**src/rtl/risc_mc_pkg.sv**
```systemverilog
// risc_mc_pkg
//   Shared types and encodings for the multicycle RV32-subset controller:
//   FSM state enum, opcode constants, datapath mux/ALU encodings, error
//   codes, and small decode helpers used by the controller and its ALU
//   decoder.
package risc_mc_pkg;

    typedef enum logic [3:0] {
        S_START    = 4'd0,
        S_FETCH    = 4'd1,
        S_DECODE   = 4'd2,
        S_MEMADR   = 4'd3,
        S_MEMREAD  = 4'd4,
        S_MEMWB    = 4'd5,
        S_MEMWRITE = 4'd6,
        S_EXECR    = 4'd7,
        S_EXECI    = 4'd8,
        S_ALUWB    = 4'd9,
        S_BRANCH   = 4'd10,
        S_JAL      = 4'd11,
        S_TRAP     = 4'd12
    } state_t;

    localparam logic [6:0] OP_R      = 7'b0110011;
    localparam logic [6:0] OP_I      = 7'b0010011;
    localparam logic [6:0] OP_LOAD   = 7'b0000011;
    localparam logic [6:0] OP_STORE  = 7'b0100011;
    localparam logic [6:0] OP_BRANCH = 7'b1100011;
    localparam logic [6:0] OP_JAL    = 7'b1101111;

    localparam logic [6:0] F7_BASE = 7'b0000000;
    localparam logic [6:0] F7_ALT  = 7'b0100000;

    localparam logic [2:0] ALU_ADD = 3'b000;
    localparam logic [2:0] ALU_SUB = 3'b001;
    localparam logic [2:0] ALU_AND = 3'b010;
    localparam logic [2:0] ALU_OR  = 3'b011;
    localparam logic [2:0] ALU_SLL = 3'b100;
    localparam logic [2:0] ALU_SRL = 3'b101;

    localparam logic [1:0] IMM_I = 2'b00;
    localparam logic [1:0] IMM_S = 2'b01;
    localparam logic [1:0] IMM_B = 2'b10;
    localparam logic [1:0] IMM_J = 2'b11;

    localparam logic [1:0] SRCA_PC    = 2'b00;
    localparam logic [1:0] SRCA_OLDPC = 2'b01;
    localparam logic [1:0] SRCA_RS1   = 2'b10;

    localparam logic [1:0] SRCB_RS2  = 2'b00;
    localparam logic [1:0] SRCB_IMM  = 2'b01;
    localparam logic [1:0] SRCB_FOUR = 2'b10;

    localparam logic [1:0] RES_ALUOUT  = 2'b00;
    localparam logic [1:0] RES_MEMDATA = 2'b01;
    localparam logic [1:0] RES_ALU     = 2'b10;

    localparam logic [1:0] ERR_NONE    = 2'b00;
    localparam logic [1:0] ERR_ILLEGAL = 2'b01;
    localparam logic [1:0] ERR_TIMEOUT = 2'b10;

    // Immediate format follows the opcode; anything unrecognised falls back
    // to I, which is also the format of OP-IMM and LOAD.
    function automatic logic [1:0] imm_sel(input logic [6:0] opc);
        case (opc)
            OP_STORE:  return IMM_S;
            OP_BRANCH: return IMM_B;
            OP_JAL:    return IMM_J;
            default:   return IMM_I;
        endcase
    endfunction

    // Shared funct3 -> ALU op map for R and I arithmetic; bit 3 flags an
    // unsupported funct3.
    function automatic logic [3:0] alu_from_f3(input logic [2:0] f3);
        case (f3)
            3'b000:  return {1'b0, ALU_ADD};
            3'b001:  return {1'b0, ALU_SLL};
            3'b101:  return {1'b0, ALU_SRL};
            3'b110:  return {1'b0, ALU_OR};
            3'b111:  return {1'b0, ALU_AND};
            default: return {1'b1, ALU_ADD};
        endcase
    endfunction

endpackage

```
**src/rtl/risc_multicycle_controller_alu_decoder.sv**
```systemverilog
// risc_alu_decoder
//   Combinational instruction-field decoder: produces the ALU operation for
//   R/I arithmetic and flags any instruction outside the supported subset.
//   Ports:
//     i_opcode  [6:0]  IR[6:0]
//     i_funct3  [2:0]  IR[14:12]
//     i_funct7  [6:0]  IR[31:25]
//     o_alu_op  [2:0]  ALU operation (ADD for non-arithmetic opcodes)
//     o_illegal        instruction not in the supported subset
module risc_alu_decoder
    import risc_mc_pkg::*;
(
    input  logic [6:0] i_opcode,
    input  logic [2:0] i_funct3,
    input  logic [6:0] i_funct7,
    output logic [2:0] o_alu_op,
    output logic       o_illegal
);

    logic [3:0] w_f3_dec;

    assign w_f3_dec = alu_from_f3(i_funct3);

    always_comb begin
        o_alu_op  = ALU_ADD;
        o_illegal = 1'b0;
        case (i_opcode)
            OP_R: begin
                // SUB is the only alternate-funct7 encoding supported.
                if (i_funct7 == F7_ALT && i_funct3 == 3'b000) begin
                    o_alu_op = ALU_SUB;
                end else if (i_funct7 == F7_BASE) begin
                    o_alu_op  = w_f3_dec[2:0];
                    o_illegal = w_f3_dec[3];
                end else begin
                    o_illegal = 1'b1;
                end
            end
            OP_I: begin
                o_alu_op  = w_f3_dec[2:0];
                o_illegal = w_f3_dec[3];
            end
            OP_LOAD, OP_STORE: o_illegal = (i_funct3 != 3'b010);
            OP_BRANCH:         o_illegal = (i_funct3[2:1] != 2'b00);
            OP_JAL:            o_illegal = 1'b0;
            default:           o_illegal = 1'b1;
        endcase
    end

endmodule

```
**src/rtl/risc_multicycle_controller.sv**
```systemverilog
// risc_multicycle_controller
//   Sequencer for the shared-memory multicycle RV32-subset datapath.
//   Memory handshake: mem_read/mem_write are requests held stable from the
//   first cycle of FETCH/MEMREAD/MEMWRITE until the cycle in which
//   mem_ready is high; that cycle completes the transfer. mem_ready is
//   ignored in every other state. A request that waits MEM_TIMEOUT cycles
//   without mem_ready parks the core in TRAP with err_code=10.
//   Ports:
//     clk, nrst                  clock, async active-low reset
//     opcode/funct3/funct7       instruction fields from IR
//     zero                       ALU zero flag
//     mem_ready                  memory completes current request
//     mem_read, mem_write        memory requests
//     adr_src, ir_write, pc_write, reg_write, alu_src_a, alu_src_b,
//     alu_op, imm_src, result_src  datapath controls
//     instr_done                 retire pulse
//     err_code                   sticky error code
//     dbg_state                  current FSM state
module risc_multicycle_controller
    import risc_mc_pkg::*;
#(
    parameter int MEM_TIMEOUT = 255
) (
    input  logic       clk,
    input  logic       nrst,
    input  logic [6:0] opcode,
    input  logic [2:0] funct3,
    input  logic [6:0] funct7,
    input  logic       zero,
    input  logic       mem_ready,
    output logic       mem_read,
    output logic       mem_write,
    output logic       adr_src,
    output logic       ir_write,
    output logic       pc_write,
    output logic       reg_write,
    output logic [1:0] alu_src_a,
    output logic [1:0] alu_src_b,
    output logic [2:0] alu_op,
    output logic [1:0] imm_src,
    output logic [1:0] result_src,
    output logic       instr_done,
    output logic [1:0] err_code,
    output state_t     dbg_state
);

    // Count value in the last permitted waiting cycle.
    localparam logic [7:0] TO_LAST = 8'(MEM_TIMEOUT - 1);

    state_t     r_state;
    logic [7:0] r_wait_cnt;
    logic [1:0] r_err;
    logic [2:0] w_dec_op;
    logic       w_illegal;
    logic       w_waiting;
    logic       w_timeout;

    risc_alu_decoder u_alu_decoder (
        .i_opcode  (opcode),
        .i_funct3  (funct3),
        .i_funct7  (funct7),
        .o_alu_op  (w_dec_op),
        .o_illegal (w_illegal)
    );

    assign w_waiting = (r_state == S_FETCH) || (r_state == S_MEMREAD) ||
                       (r_state == S_MEMWRITE);
    // mem_ready in the limit cycle still completes the transfer.
    assign w_timeout = w_waiting && !mem_ready && (r_wait_cnt == TO_LAST);

    always_ff @(posedge clk or negedge nrst) begin
        if (!nrst) begin
            r_state    <= S_START;
            r_wait_cnt <= '0;
            r_err      <= ERR_NONE;
        end else begin
            // Any exit from a waiting state, or any non-waiting state,
            // leaves the counter at zero for the next request.
            if (w_waiting && !mem_ready && !w_timeout) begin
                r_wait_cnt <= r_wait_cnt + 8'd1;
            end else begin
                r_wait_cnt <= '0;
            end

            if (w_timeout) begin
                r_state <= S_TRAP;
                r_err   <= ERR_TIMEOUT;
            end else begin
                case (r_state)
                    S_START:  r_state <= S_FETCH;
                    S_FETCH:  if (mem_ready) r_state <= S_DECODE;
                    S_DECODE: begin
                        if (w_illegal) begin
                            r_state <= S_TRAP;
                            r_err   <= ERR_ILLEGAL;
                        end else begin
                            case (opcode)
                                OP_LOAD, OP_STORE: r_state <= S_MEMADR;
                                OP_R:              r_state <= S_EXECR;
                                OP_I:              r_state <= S_EXECI;
                                OP_BRANCH:         r_state <= S_BRANCH;
                                OP_JAL:            r_state <= S_JAL;
                                default: begin
                                    r_state <= S_TRAP;
                                    r_err   <= ERR_ILLEGAL;
                                end
                            endcase
                        end
                    end
                    S_MEMADR:   r_state <= (opcode == OP_LOAD) ? S_MEMREAD : S_MEMWRITE;
                    S_MEMREAD:  if (mem_ready) r_state <= S_MEMWB;
                    S_MEMWB:    r_state <= S_FETCH;
                    S_MEMWRITE: if (mem_ready) r_state <= S_FETCH;
                    S_EXECR:    r_state <= S_ALUWB;
                    S_EXECI:    r_state <= S_ALUWB;
                    S_ALUWB:    r_state <= S_FETCH;
                    S_BRANCH:   r_state <= S_FETCH;
                    S_JAL:      r_state <= S_ALUWB;
                    S_TRAP:     r_state <= S_TRAP;
                    default:    r_state <= S_START;
                endcase
            end
        end
    end

    always_comb begin
        mem_read   = 1'b0;
        mem_write  = 1'b0;
        adr_src    = 1'b0;
        ir_write   = 1'b0;
        pc_write   = 1'b0;
        reg_write  = 1'b0;
        alu_src_a  = SRCA_PC;
        alu_src_b  = SRCB_RS2;
        alu_op     = ALU_ADD;
        imm_src    = IMM_I;
        result_src = RES_ALUOUT;
        instr_done = 1'b0;
        if (r_state != S_START && r_state != S_TRAP) begin
            imm_src = imm_sel(opcode);
        end
        case (r_state)
            S_FETCH: begin
                mem_read   = 1'b1;
                alu_src_b  = SRCB_FOUR;
                result_src = RES_ALU;
                ir_write   = mem_ready;
                pc_write   = mem_ready;
            end
            S_DECODE: begin
                // ALUOut captures OldPC + imm: the branch/jump target.
                alu_src_a = SRCA_OLDPC;
                alu_src_b = SRCB_IMM;
            end
            S_MEMADR: begin
                alu_src_a = SRCA_RS1;
                alu_src_b = SRCB_IMM;
            end
            S_MEMREAD: begin
                mem_read = 1'b1;
                adr_src  = 1'b1;
            end
            S_MEMWB: begin
                result_src = RES_MEMDATA;
                reg_write  = 1'b1;
                instr_done = 1'b1;
            end
            S_MEMWRITE: begin
                mem_write  = 1'b1;
                adr_src    = 1'b1;
                instr_done = mem_ready;
            end
            S_EXECR: begin
                alu_src_a = SRCA_RS1;
                alu_op    = w_dec_op;
            end
            S_EXECI: begin
                alu_src_a = SRCA_RS1;
                alu_src_b = SRCB_IMM;
                alu_op    = w_dec_op;
            end
            S_ALUWB: begin
                reg_write  = 1'b1;
                instr_done = 1'b1;
            end
            S_BRANCH: begin
                alu_src_a  = SRCA_RS1;
                alu_op     = ALU_SUB;
                // funct3[0] selects bne; only 000/001 reach this state.
                pc_write   = funct3[0] ? !zero : zero;
                instr_done = 1'b1;
            end
            S_JAL: begin
                alu_src_a = SRCA_OLDPC;
                alu_src_b = SRCB_FOUR;
                pc_write  = 1'b1;
            end
            default: ;
        endcase
    end

    assign err_code  = r_err;
    assign dbg_state = r_state;

endmodule
```
**config.mk**
```make
export PLATFORM = sky130hd
export DESIGN_NAME = risc_multicycle_controller
export DESIGN_NICKNAME = d
export VERILOG_FILES = /design/src/rtl/risc_mc_pkg.sv /design/src/rtl/risc_multicycle_controller_alu_decoder.sv /design/src/rtl/risc_multicycle_controller.sv
export SDC_FILE = /design/constraint.sdc
export NUM_CORES = 1
export LEC_CHECK = 0
export CAP_MARGIN = 20
export CORE_ASPECT_RATIO = 0.8
export CORE_MARGIN = 1
export CORE_UTILIZATION = 41
export DETAILED_ROUTE_END_ITERATION = 10
export GPL_TIMING_DRIVEN = 0
export HOLD_SLACK_MARGIN = 0.02
export PLACE_DENSITY_LB_ADDON = 0.12
export SKIP_CTS_REPAIR_TIMING = 1
export SYNTH_ARGS = -nofsm -noshare
export SYNTH_HDL_FRONTEND = slang
export SYNTH_HIERARCHICAL = 1
export SYNTH_SLANG_ARGS = --single-unit
```
**constraint.sdc**
```tcl
create_clock -name clk -period 1.7 [get_ports clk]
set_input_delay 0.255 -clock clk [delete_from_list [all_inputs] [get_ports clk]]
set_output_delay 0.255 -clock clk [all_outputs]
set_load 0.01 [all_outputs]
```
* Word level (Yosys, flattened, before mapping) *
Index checks and enable logic that the tools add are counted.

word-level totals
  register bits = 14
  bits of input ports = 21
  output and inout bits = 24
  word-level logic and storage cells = 99

operators by class
  add/sub/neg operators = 1
  eq/ne operators = 30
  mux-type cells = 34
  reductions and logical operators = 31

operator list
  cell                                            count
  case mux 4 bit (5 select lines)                 2
  case mux 4 bit (8 select lines)                 1
  == test 7 x 6 -> 1 bit (second input constant)  3
  == test 4 bit (second input constant)           5
  two-way mux 4 bit                               5
  == test 4 x 3 -> 1 bit (second input constant)  4
  == test 7 bit (second input constant)           2
  OR reduction 2 bit                              7
  two-way mux 2 bit                               6
  case mux 2 bit (2 select lines)                 3
  case mux 3 bit (2 select lines)                 2
  == test 3 bit (second input constant)           3
  != test 3 bit (second input constant)           3
  OR reduction 3 bit                              3
  adder 8 x 1 -> 8 bit (second input constant)    1
  == test 4 x 2 -> 1 bit (second input constant)  2
  == test 8 bit (second input constant)           1
  two-way mux 1 bit                               8
  two-way mux 8 bit                               1
  OR reduction 4 bit                              2
  == test 7 x 2 -> 1 bit (second input constant)  1
  == test 7 x 5 -> 1 bit (second input constant)  1
  logical NOT 7 bit                               1
  two-way mux 3 bit                               2
  19 further kinds                                27

* Logic depth before layout (Yosys ltp) *
Gate-level depths: netlist of run 1.

  word-level depth = 8
  depth in mapped cells = 8
  mapped depth without buffers = 7

* Cells and area by module *
The synthesis of run 1 kept the hierarchy.

by module, submodules not included
  module                      times used  cells an instance  area an instance (µm²)  sequential area each (µm²)
  risc_multicycle_controller  1           144                1094.8                  350.3
  risc_alu_decoder            1           30                 219.0                   0.0

* Worst setup path after synthesis of run 1 *
No wires, ideal clock.

  kind = input -> register
  start point = in opcode[2]
  end point = reg r_state[2], in the netlist dbg_state[2]
  setup time = 0.132 ns
  arrival time = 1.725 ns
  data required time = 1.568 ns
  slack = -0.156 ns
  stages = 7
  buffers on the path = 0
  cells stage by stage = nand4bb_1 -> or4b_1 -> o21ai_0 -> o22ai_1 -> o21bai_1 -> a311oi_1 -> o32ai_1

between the ends
  word-level cells in the longest chain between the ends = 6
  elaborated cells on any way between the ends = 12
  those cells by class = 6 x eq/ne; 5 x mux; 1 x reduce/logical

RTL lines
  element                                                                  line                                          text
  start, declared                                                          risc_multicycle_controller.sv:26              input logic [6:0] opcode,
  == test 7 x 2 -> 1 bit / == test 7 x 6 -> 1 bit (equally long branches)  risc_multicycle_controller_alu_decoder.sv:27  case (i_opcode)
  OR reduction 2 bit                                                       risc_multicycle_controller_alu_decoder.sv:27
  case mux 1 bit (5 select lines) (*)                                      risc_multicycle_controller_alu_decoder.sv:27
  net w_illegal                                                            risc_multicycle_controller.sv:54              logic w_illegal;
  two-way mux 4 bit (*)                                                    risc_multicycle_controller.sv:93              if (w_illegal) begin
  case mux 4 bit (8 select lines) (*)                                      risc_multicycle_controller.sv:89              case (r_state)
  two-way mux 4 bit (*)                                                    risc_multicycle_controller.sv:85              if (w_timeout) begin
  end signal, assigned                                                     risc_multicycle_controller.sv:110             S_MEMADR: r_state <= (opcode == OP_LOAD) ? S_MEMREAD : S_MEMWRITE;
  end, declared                                                            risc_multicycle_controller.sv:50              state_t r_state;

The timed path passes the listed nets; every way through them passes the cells marked *.
A chain may end at the register's enable or synchronous reset.

* Final worst setup path of run 1 *
  start point = in funct7[2]
  end point = out alu_op[0]

between the ends
  word-level cells in the longest chain between the ends = 5
  elaborated cells on any way between the ends = 7
  those cells by class = 1 x eq/ne; 4 x mux; 2 x reduce/logical

RTL lines
  element                                                             line                                                                                        text
  start, declared                                                     risc_multicycle_controller.sv:28                                                            input logic [6:0] funct7,
  logical NOT 7 bit / == test 7 x 6 -> 1 bit (equally long branches)  risc_multicycle_controller_alu_decoder.sv:32, risc_multicycle_controller_alu_decoder.sv:30
  two-way mux 3 bit / logical AND 1 bit (equally long branches)       risc_multicycle_controller_alu_decoder.sv:32, risc_multicycle_controller_alu_decoder.sv:30
  two-way mux 3 bit (*)                                               risc_multicycle_controller_alu_decoder.sv:30                                                if (i_funct7 == F7_ALT && i_funct3 == 3'b000) begin
  case mux 3 bit (2 select lines) (*)                                 risc_multicycle_controller_alu_decoder.sv:27
  net w_dec_op[0]                                                     risc_multicycle_controller.sv:53                                                            logic [2:0] w_dec_op;
  case mux 3 bit (2 select lines) (*)                                 risc_multicycle_controller.sv:142                                                           case (r_state)
  end, declared                                                       risc_multicycle_controller.sv:39                                                            output logic [2:0] alu_op,

Marked as above.

==> results of run 1 <==
-- worst max-delay path, cell delays in order --
cell	delay, ns
sky130_fd_sc_hd__buf_6	0.10
sky130_fd_sc_hd__nor4_4	0.31
sky130_fd_sc_hd__nand4_1	0.16
sky130_fd_sc_hd__or3b_1	0.40
sky130_fd_sc_hd__a21boi_2	0.18
sky130_fd_sc_hd__nor2_1	0.06
sky130_fd_sc_hd__nor3_1	0.18
sky130_fd_sc_hd__a21o_1	0.11
sky130_fd_sc_hd__buf_2	0.12
-- stage by stage --
| stage | area [um2] | TNS [ns] | util [%] |
|---|---|---|---|
| 2_1_floorplan | 1330 | -0.107 | - |
| 5_1_grt | 2310 | -3.16 | 79.9 |
| 3_5_place_dp | 1800 | -12.75 | 62.3 |
| 6_report | 2310 | -2.04 | 79.9 |
| 3_3_place_gp | 1800 | -11.40 | 62.3 |
| 4_1_cts | 1840 | -15.01 | 63.8 |
-- registers in the layout, indices dropped and copies added (netlist names) --
| signal | count |
|---|---|
| r_wait_cnt | 8 |
| dbg_state | 4 |
| err_code | 2 |
-- path summary, 6_finish.rpt --
kind / endpoint / slack [ns] / cells past startpoint
setup / recovery: alu_op[0] / -0.42 / 9
hold / removal: r_wait_cnt[5] / 0.41 / 1
setup reg to reg: dbg_state[1] / -0.17 / 6
hold reg to reg: err_code[1] / 0.50 / 1
max in group asynchronous: dbg_state[2] / 0.83 / 1
min in group clk: dbg_state[0] / 0.48 / 4
-- cell usage after synthesis, types with 2 or more instances --
master | number | share of area (%)
sky130_fd_sc_hd__a21o_1 | 2 | 1.1
sky130_fd_sc_hd__a21oi_1 | 9 | 3.4
sky130_fd_sc_hd__a311oi_1 | 2 | 1.3
sky130_fd_sc_hd__a31oi_1 | 3 | 1.4
sky130_fd_sc_hd__and4_1 | 3 | 2.0
sky130_fd_sc_hd__buf_1 | 2 | 0.57
sky130_fd_sc_hd__clkbuf_1 | 3 | 0.86
sky130_fd_sc_hd__dfrtp_1 | 14 | 27
sky130_fd_sc_hd__ha_1 | 2 | 1.9
sky130_fd_sc_hd__inv_1 | 7 | 2.0
sky130_fd_sc_hd__mux2i_1 | 3 | 2.3
sky130_fd_sc_hd__nand2_1 | 16 | 4.6
sky130_fd_sc_hd__nand2b_1 | 4 | 1.9
sky130_fd_sc_hd__nand3_1 | 5 | 1.9
sky130_fd_sc_hd__nand4_1 | 2 | 0.95
sky130_fd_sc_hd__nor2_1 | 31 | 8.9
sky130_fd_sc_hd__nor2b_1 | 4 | 1.9
sky130_fd_sc_hd__nor3_1 | 10 | 3.8
sky130_fd_sc_hd__nor3b_1 | 2 | 1.1
sky130_fd_sc_hd__o21ai_0 | 8 | 3.0
sky130_fd_sc_hd__o22ai_1 | 3 | 1.4
sky130_fd_sc_hd__or2_2 | 2 | 0.95
sky130_fd_sc_hd__or3b_1 | 2 | 1.3
sky130_fd_sc_hd__xnor2_1 | 2 | 1.3
sky130_fd_sc_hd__xor2_1 | 9 | 6.0
-- cell families (layout without fill, tap and decap cells) --
logic type / Yosys count / in the layout / synth area share [%]
and+or+nand+nor: 91 / 91 / 36.8
AOI/OAI and AO/OA: 37 / 37 / 18.4
buffers and inverters: 15 / 80 / 5.91
DFF: 14 / 14 / 26.7
xor gates and xnor gates: 11 / 11 / 7.33
adders and majority gates: 3 / 3 / 2.67
muxes: 3 / 3 / 2.29
-- power by group --
group	leakage [nW]	switching, W	internal [W]
combinational	0.966	0.00107	0.000963
clock	0.0216	0.000111	0.000157
sequential	0.180	0.0000810	0.000396
-- layout make-up --
cell class	instances	area, um2	area share, %
plain buffers	7	85.1	3.68
inverters	7	30.0	1.30
clock buffers	3	41.3	1.79
repair buffers	63	587	25.4
multi-input cells	145	1170	50.5
flip-flops and latches	14	354	15.3
well taps	38	47.5	2.06
-- per-layer routing --
metal	track usage (%)	part of all wire [%]	vias to the layer above
met2	36.9	48	52
met5	0	0	-
li1	-	-	753
met4	2.90	0.74	0
met1	33.0	46	742
met3	4.57	5.4	6
-- placed cells by master (no fill, tap or decap), drive strengths merged, types with 2 or more instances in the layout --
cell type      instances
nand4                  2
or3b                   2
nand2b                 4
ha                     2
mux2i                  3
nor3                  10
nand2                 16
a21oi                  9
dlymetal6s2s          19
buf                   34
inv                    6
o21ai                  8
a311oi                 2
a21o                   2
xnor2                  2
nor4                   2
clkbuf                12
o22ai                  3
nor2b                  4
dfrtp                 14
nor3b                  2
clkdlybuf4s50          8
xor2                   9
and4                   3
nor2                  31
nand3                  5
or2                    3
a31oi                  3
==> Implementation_results.wiki, run 1 <==
{| class="wikitable"
! Metric !! Value
|-
| Via-to-Cell Ratio || 5.61
|-
| Via count of the first global-routing pass || 1,330
|-
| Routability Congestion || 0.838
|-
| Post-route clock period utilization || 125%
|-
| Fmax || 471 MHz
|-
| Die extent in y || 52.6 um
|-
| Final-report max-slew violation count || 0
|-
| I/O pin cnt || 45
|-
| Count of buffers inserted at the top-level ports || 43
|-
| Final wirelength || 4460 um
|-
| Num rows || 17
|-
| Count of flip-flops with a built-in enable after synthesis || 0
|-
| Worst reg2reg startpoint || dbg_state[2]
|-
| Arrival time of data at the critical path endpoint || 1.87 ns
|-
| Worst setup path start || funct7[2]
|-
| Placement-stage worst setup slack || -1.15 ns
|-
| Synthesized instance count || 174
|-
| Final worst-path setup slack || -0.422 ns
|-
| Post-Route Hold Slack || 0.412 ns
|-
| Startpoint kind of the worst setup timing path || input port
|-
| Required time at the worst-slack endpoint || 1.44 ns
|-
| Number of nets in the synthesized netlist || 197
|-
| Setup repair after global routing missed its margin || yes
|-
| Floorplan die width || 65.3 um
|-
| Library cells used by synthesis || 49
|-
| Flip-flop and latch count after synthesis || 14
|-
| Average cell area after synthesis || 7.55 um2
|-
| Placed cell count || 255
|-
| Number of fillers in the final layout || 189
|-
| Core area || 2890 um2
|-
| Netlist area before placement || 1310 um2
|-
| First-pass iteration count of the detailed router || 4
|-
| Slew at the pin closest to its max-slew limit || 0.654 ns
|-
| Post-synth top flop || sky130_fd_sc_hd__dfrtp_1
|-
| Max FO, Critical Path || 2
|-
| Worst Setup Path Type || in -> out
|-
| Largest net degree at the start of global routing || 15
|-
| H-tree lvl count || 1
|-
| Tightest Hold Check Type || in -> async
|-
| Post-layout net count || 264
|-
| Overall power of the completed layout || 0.00277 W
|-
| Headroom to the max-slew limit || 56.2%
|-
| Endpoint kind of the worst setup timing path || output port
|-
| Residual DRC count || 0
|-
| Clock Skew || 0.00401 ns
|-
| Die ar. || 3440 um2
|-
| Static power due to leakage || 1.17 nW
|-
| Finish-stage setup viols || 16
|-
| Yosys warns || 6
|-
| DR vias || 1,553
|-
| Number of antenna violations at the first check in global routing || 0
|-
| Total power density per cell area || 1200 nW/um2
|-
| Post-synthesis async set-or-reset flop share || 100%
|-
| Worst skew pair latency || 0.24 ns
|-
| GRT Residual Overflow || 0
|-
| Filler-free cell count of the finished design || 277
|-
| Layout area overhead || 76.0%
|-
| Max clock buf depth || 2
|-
| Clock-pin slew on the worst setup and hold paths || 0.06 ns
|-
| Starting DRC count in detailed routing || 114
|-
| TritonCTS Buffers || 3
|-
| Result of the run || finished with violations
|-
| Share of layout cells above drive strength 1 || 42.3%
|-
| Sum of net half-perimeters after detailed placement || 2850 um
|-
| Post-DR wirelength/cell || 16.1 um
|-
| Maximum Capacitance Violations || 0
|-
| Number of nets with antenna violations after detailed routing || 0
|-
| Worst vdd ir || 0.653 mV
|-
| Starting density of the core || 45.4%
|-
| Hold Violations, Final || 0
|-
| Number of clock sinks || 14
|-
| Clock tree from TritonCTS || done
|-
| Portion of the post-synthesis area used by sequential elements || 26.7%
|-
| Antenna cell count || 0
|-
| Library cell used as clock root buffer || sky130_fd_sc_hd__clkbuf_8
|-
| Violated checks || negative setup slack
|-
| Total Routing Usage GR || 23.2%
|-
| Global-route wire length before repair || 6140 um
|-
| Minimum period implied by the final worst setup slack || 2.12 ns
|}
Note: power is estimated with default switching activity, not from simulation.
==> inputs of run 2 (changes only) <==
Settings changed: HOLD_SLACK_MARGIN 0.02 to default.
==> results of run 2 <==
Same layout as run 1: the final DEF is identical, and so are final timing and power.
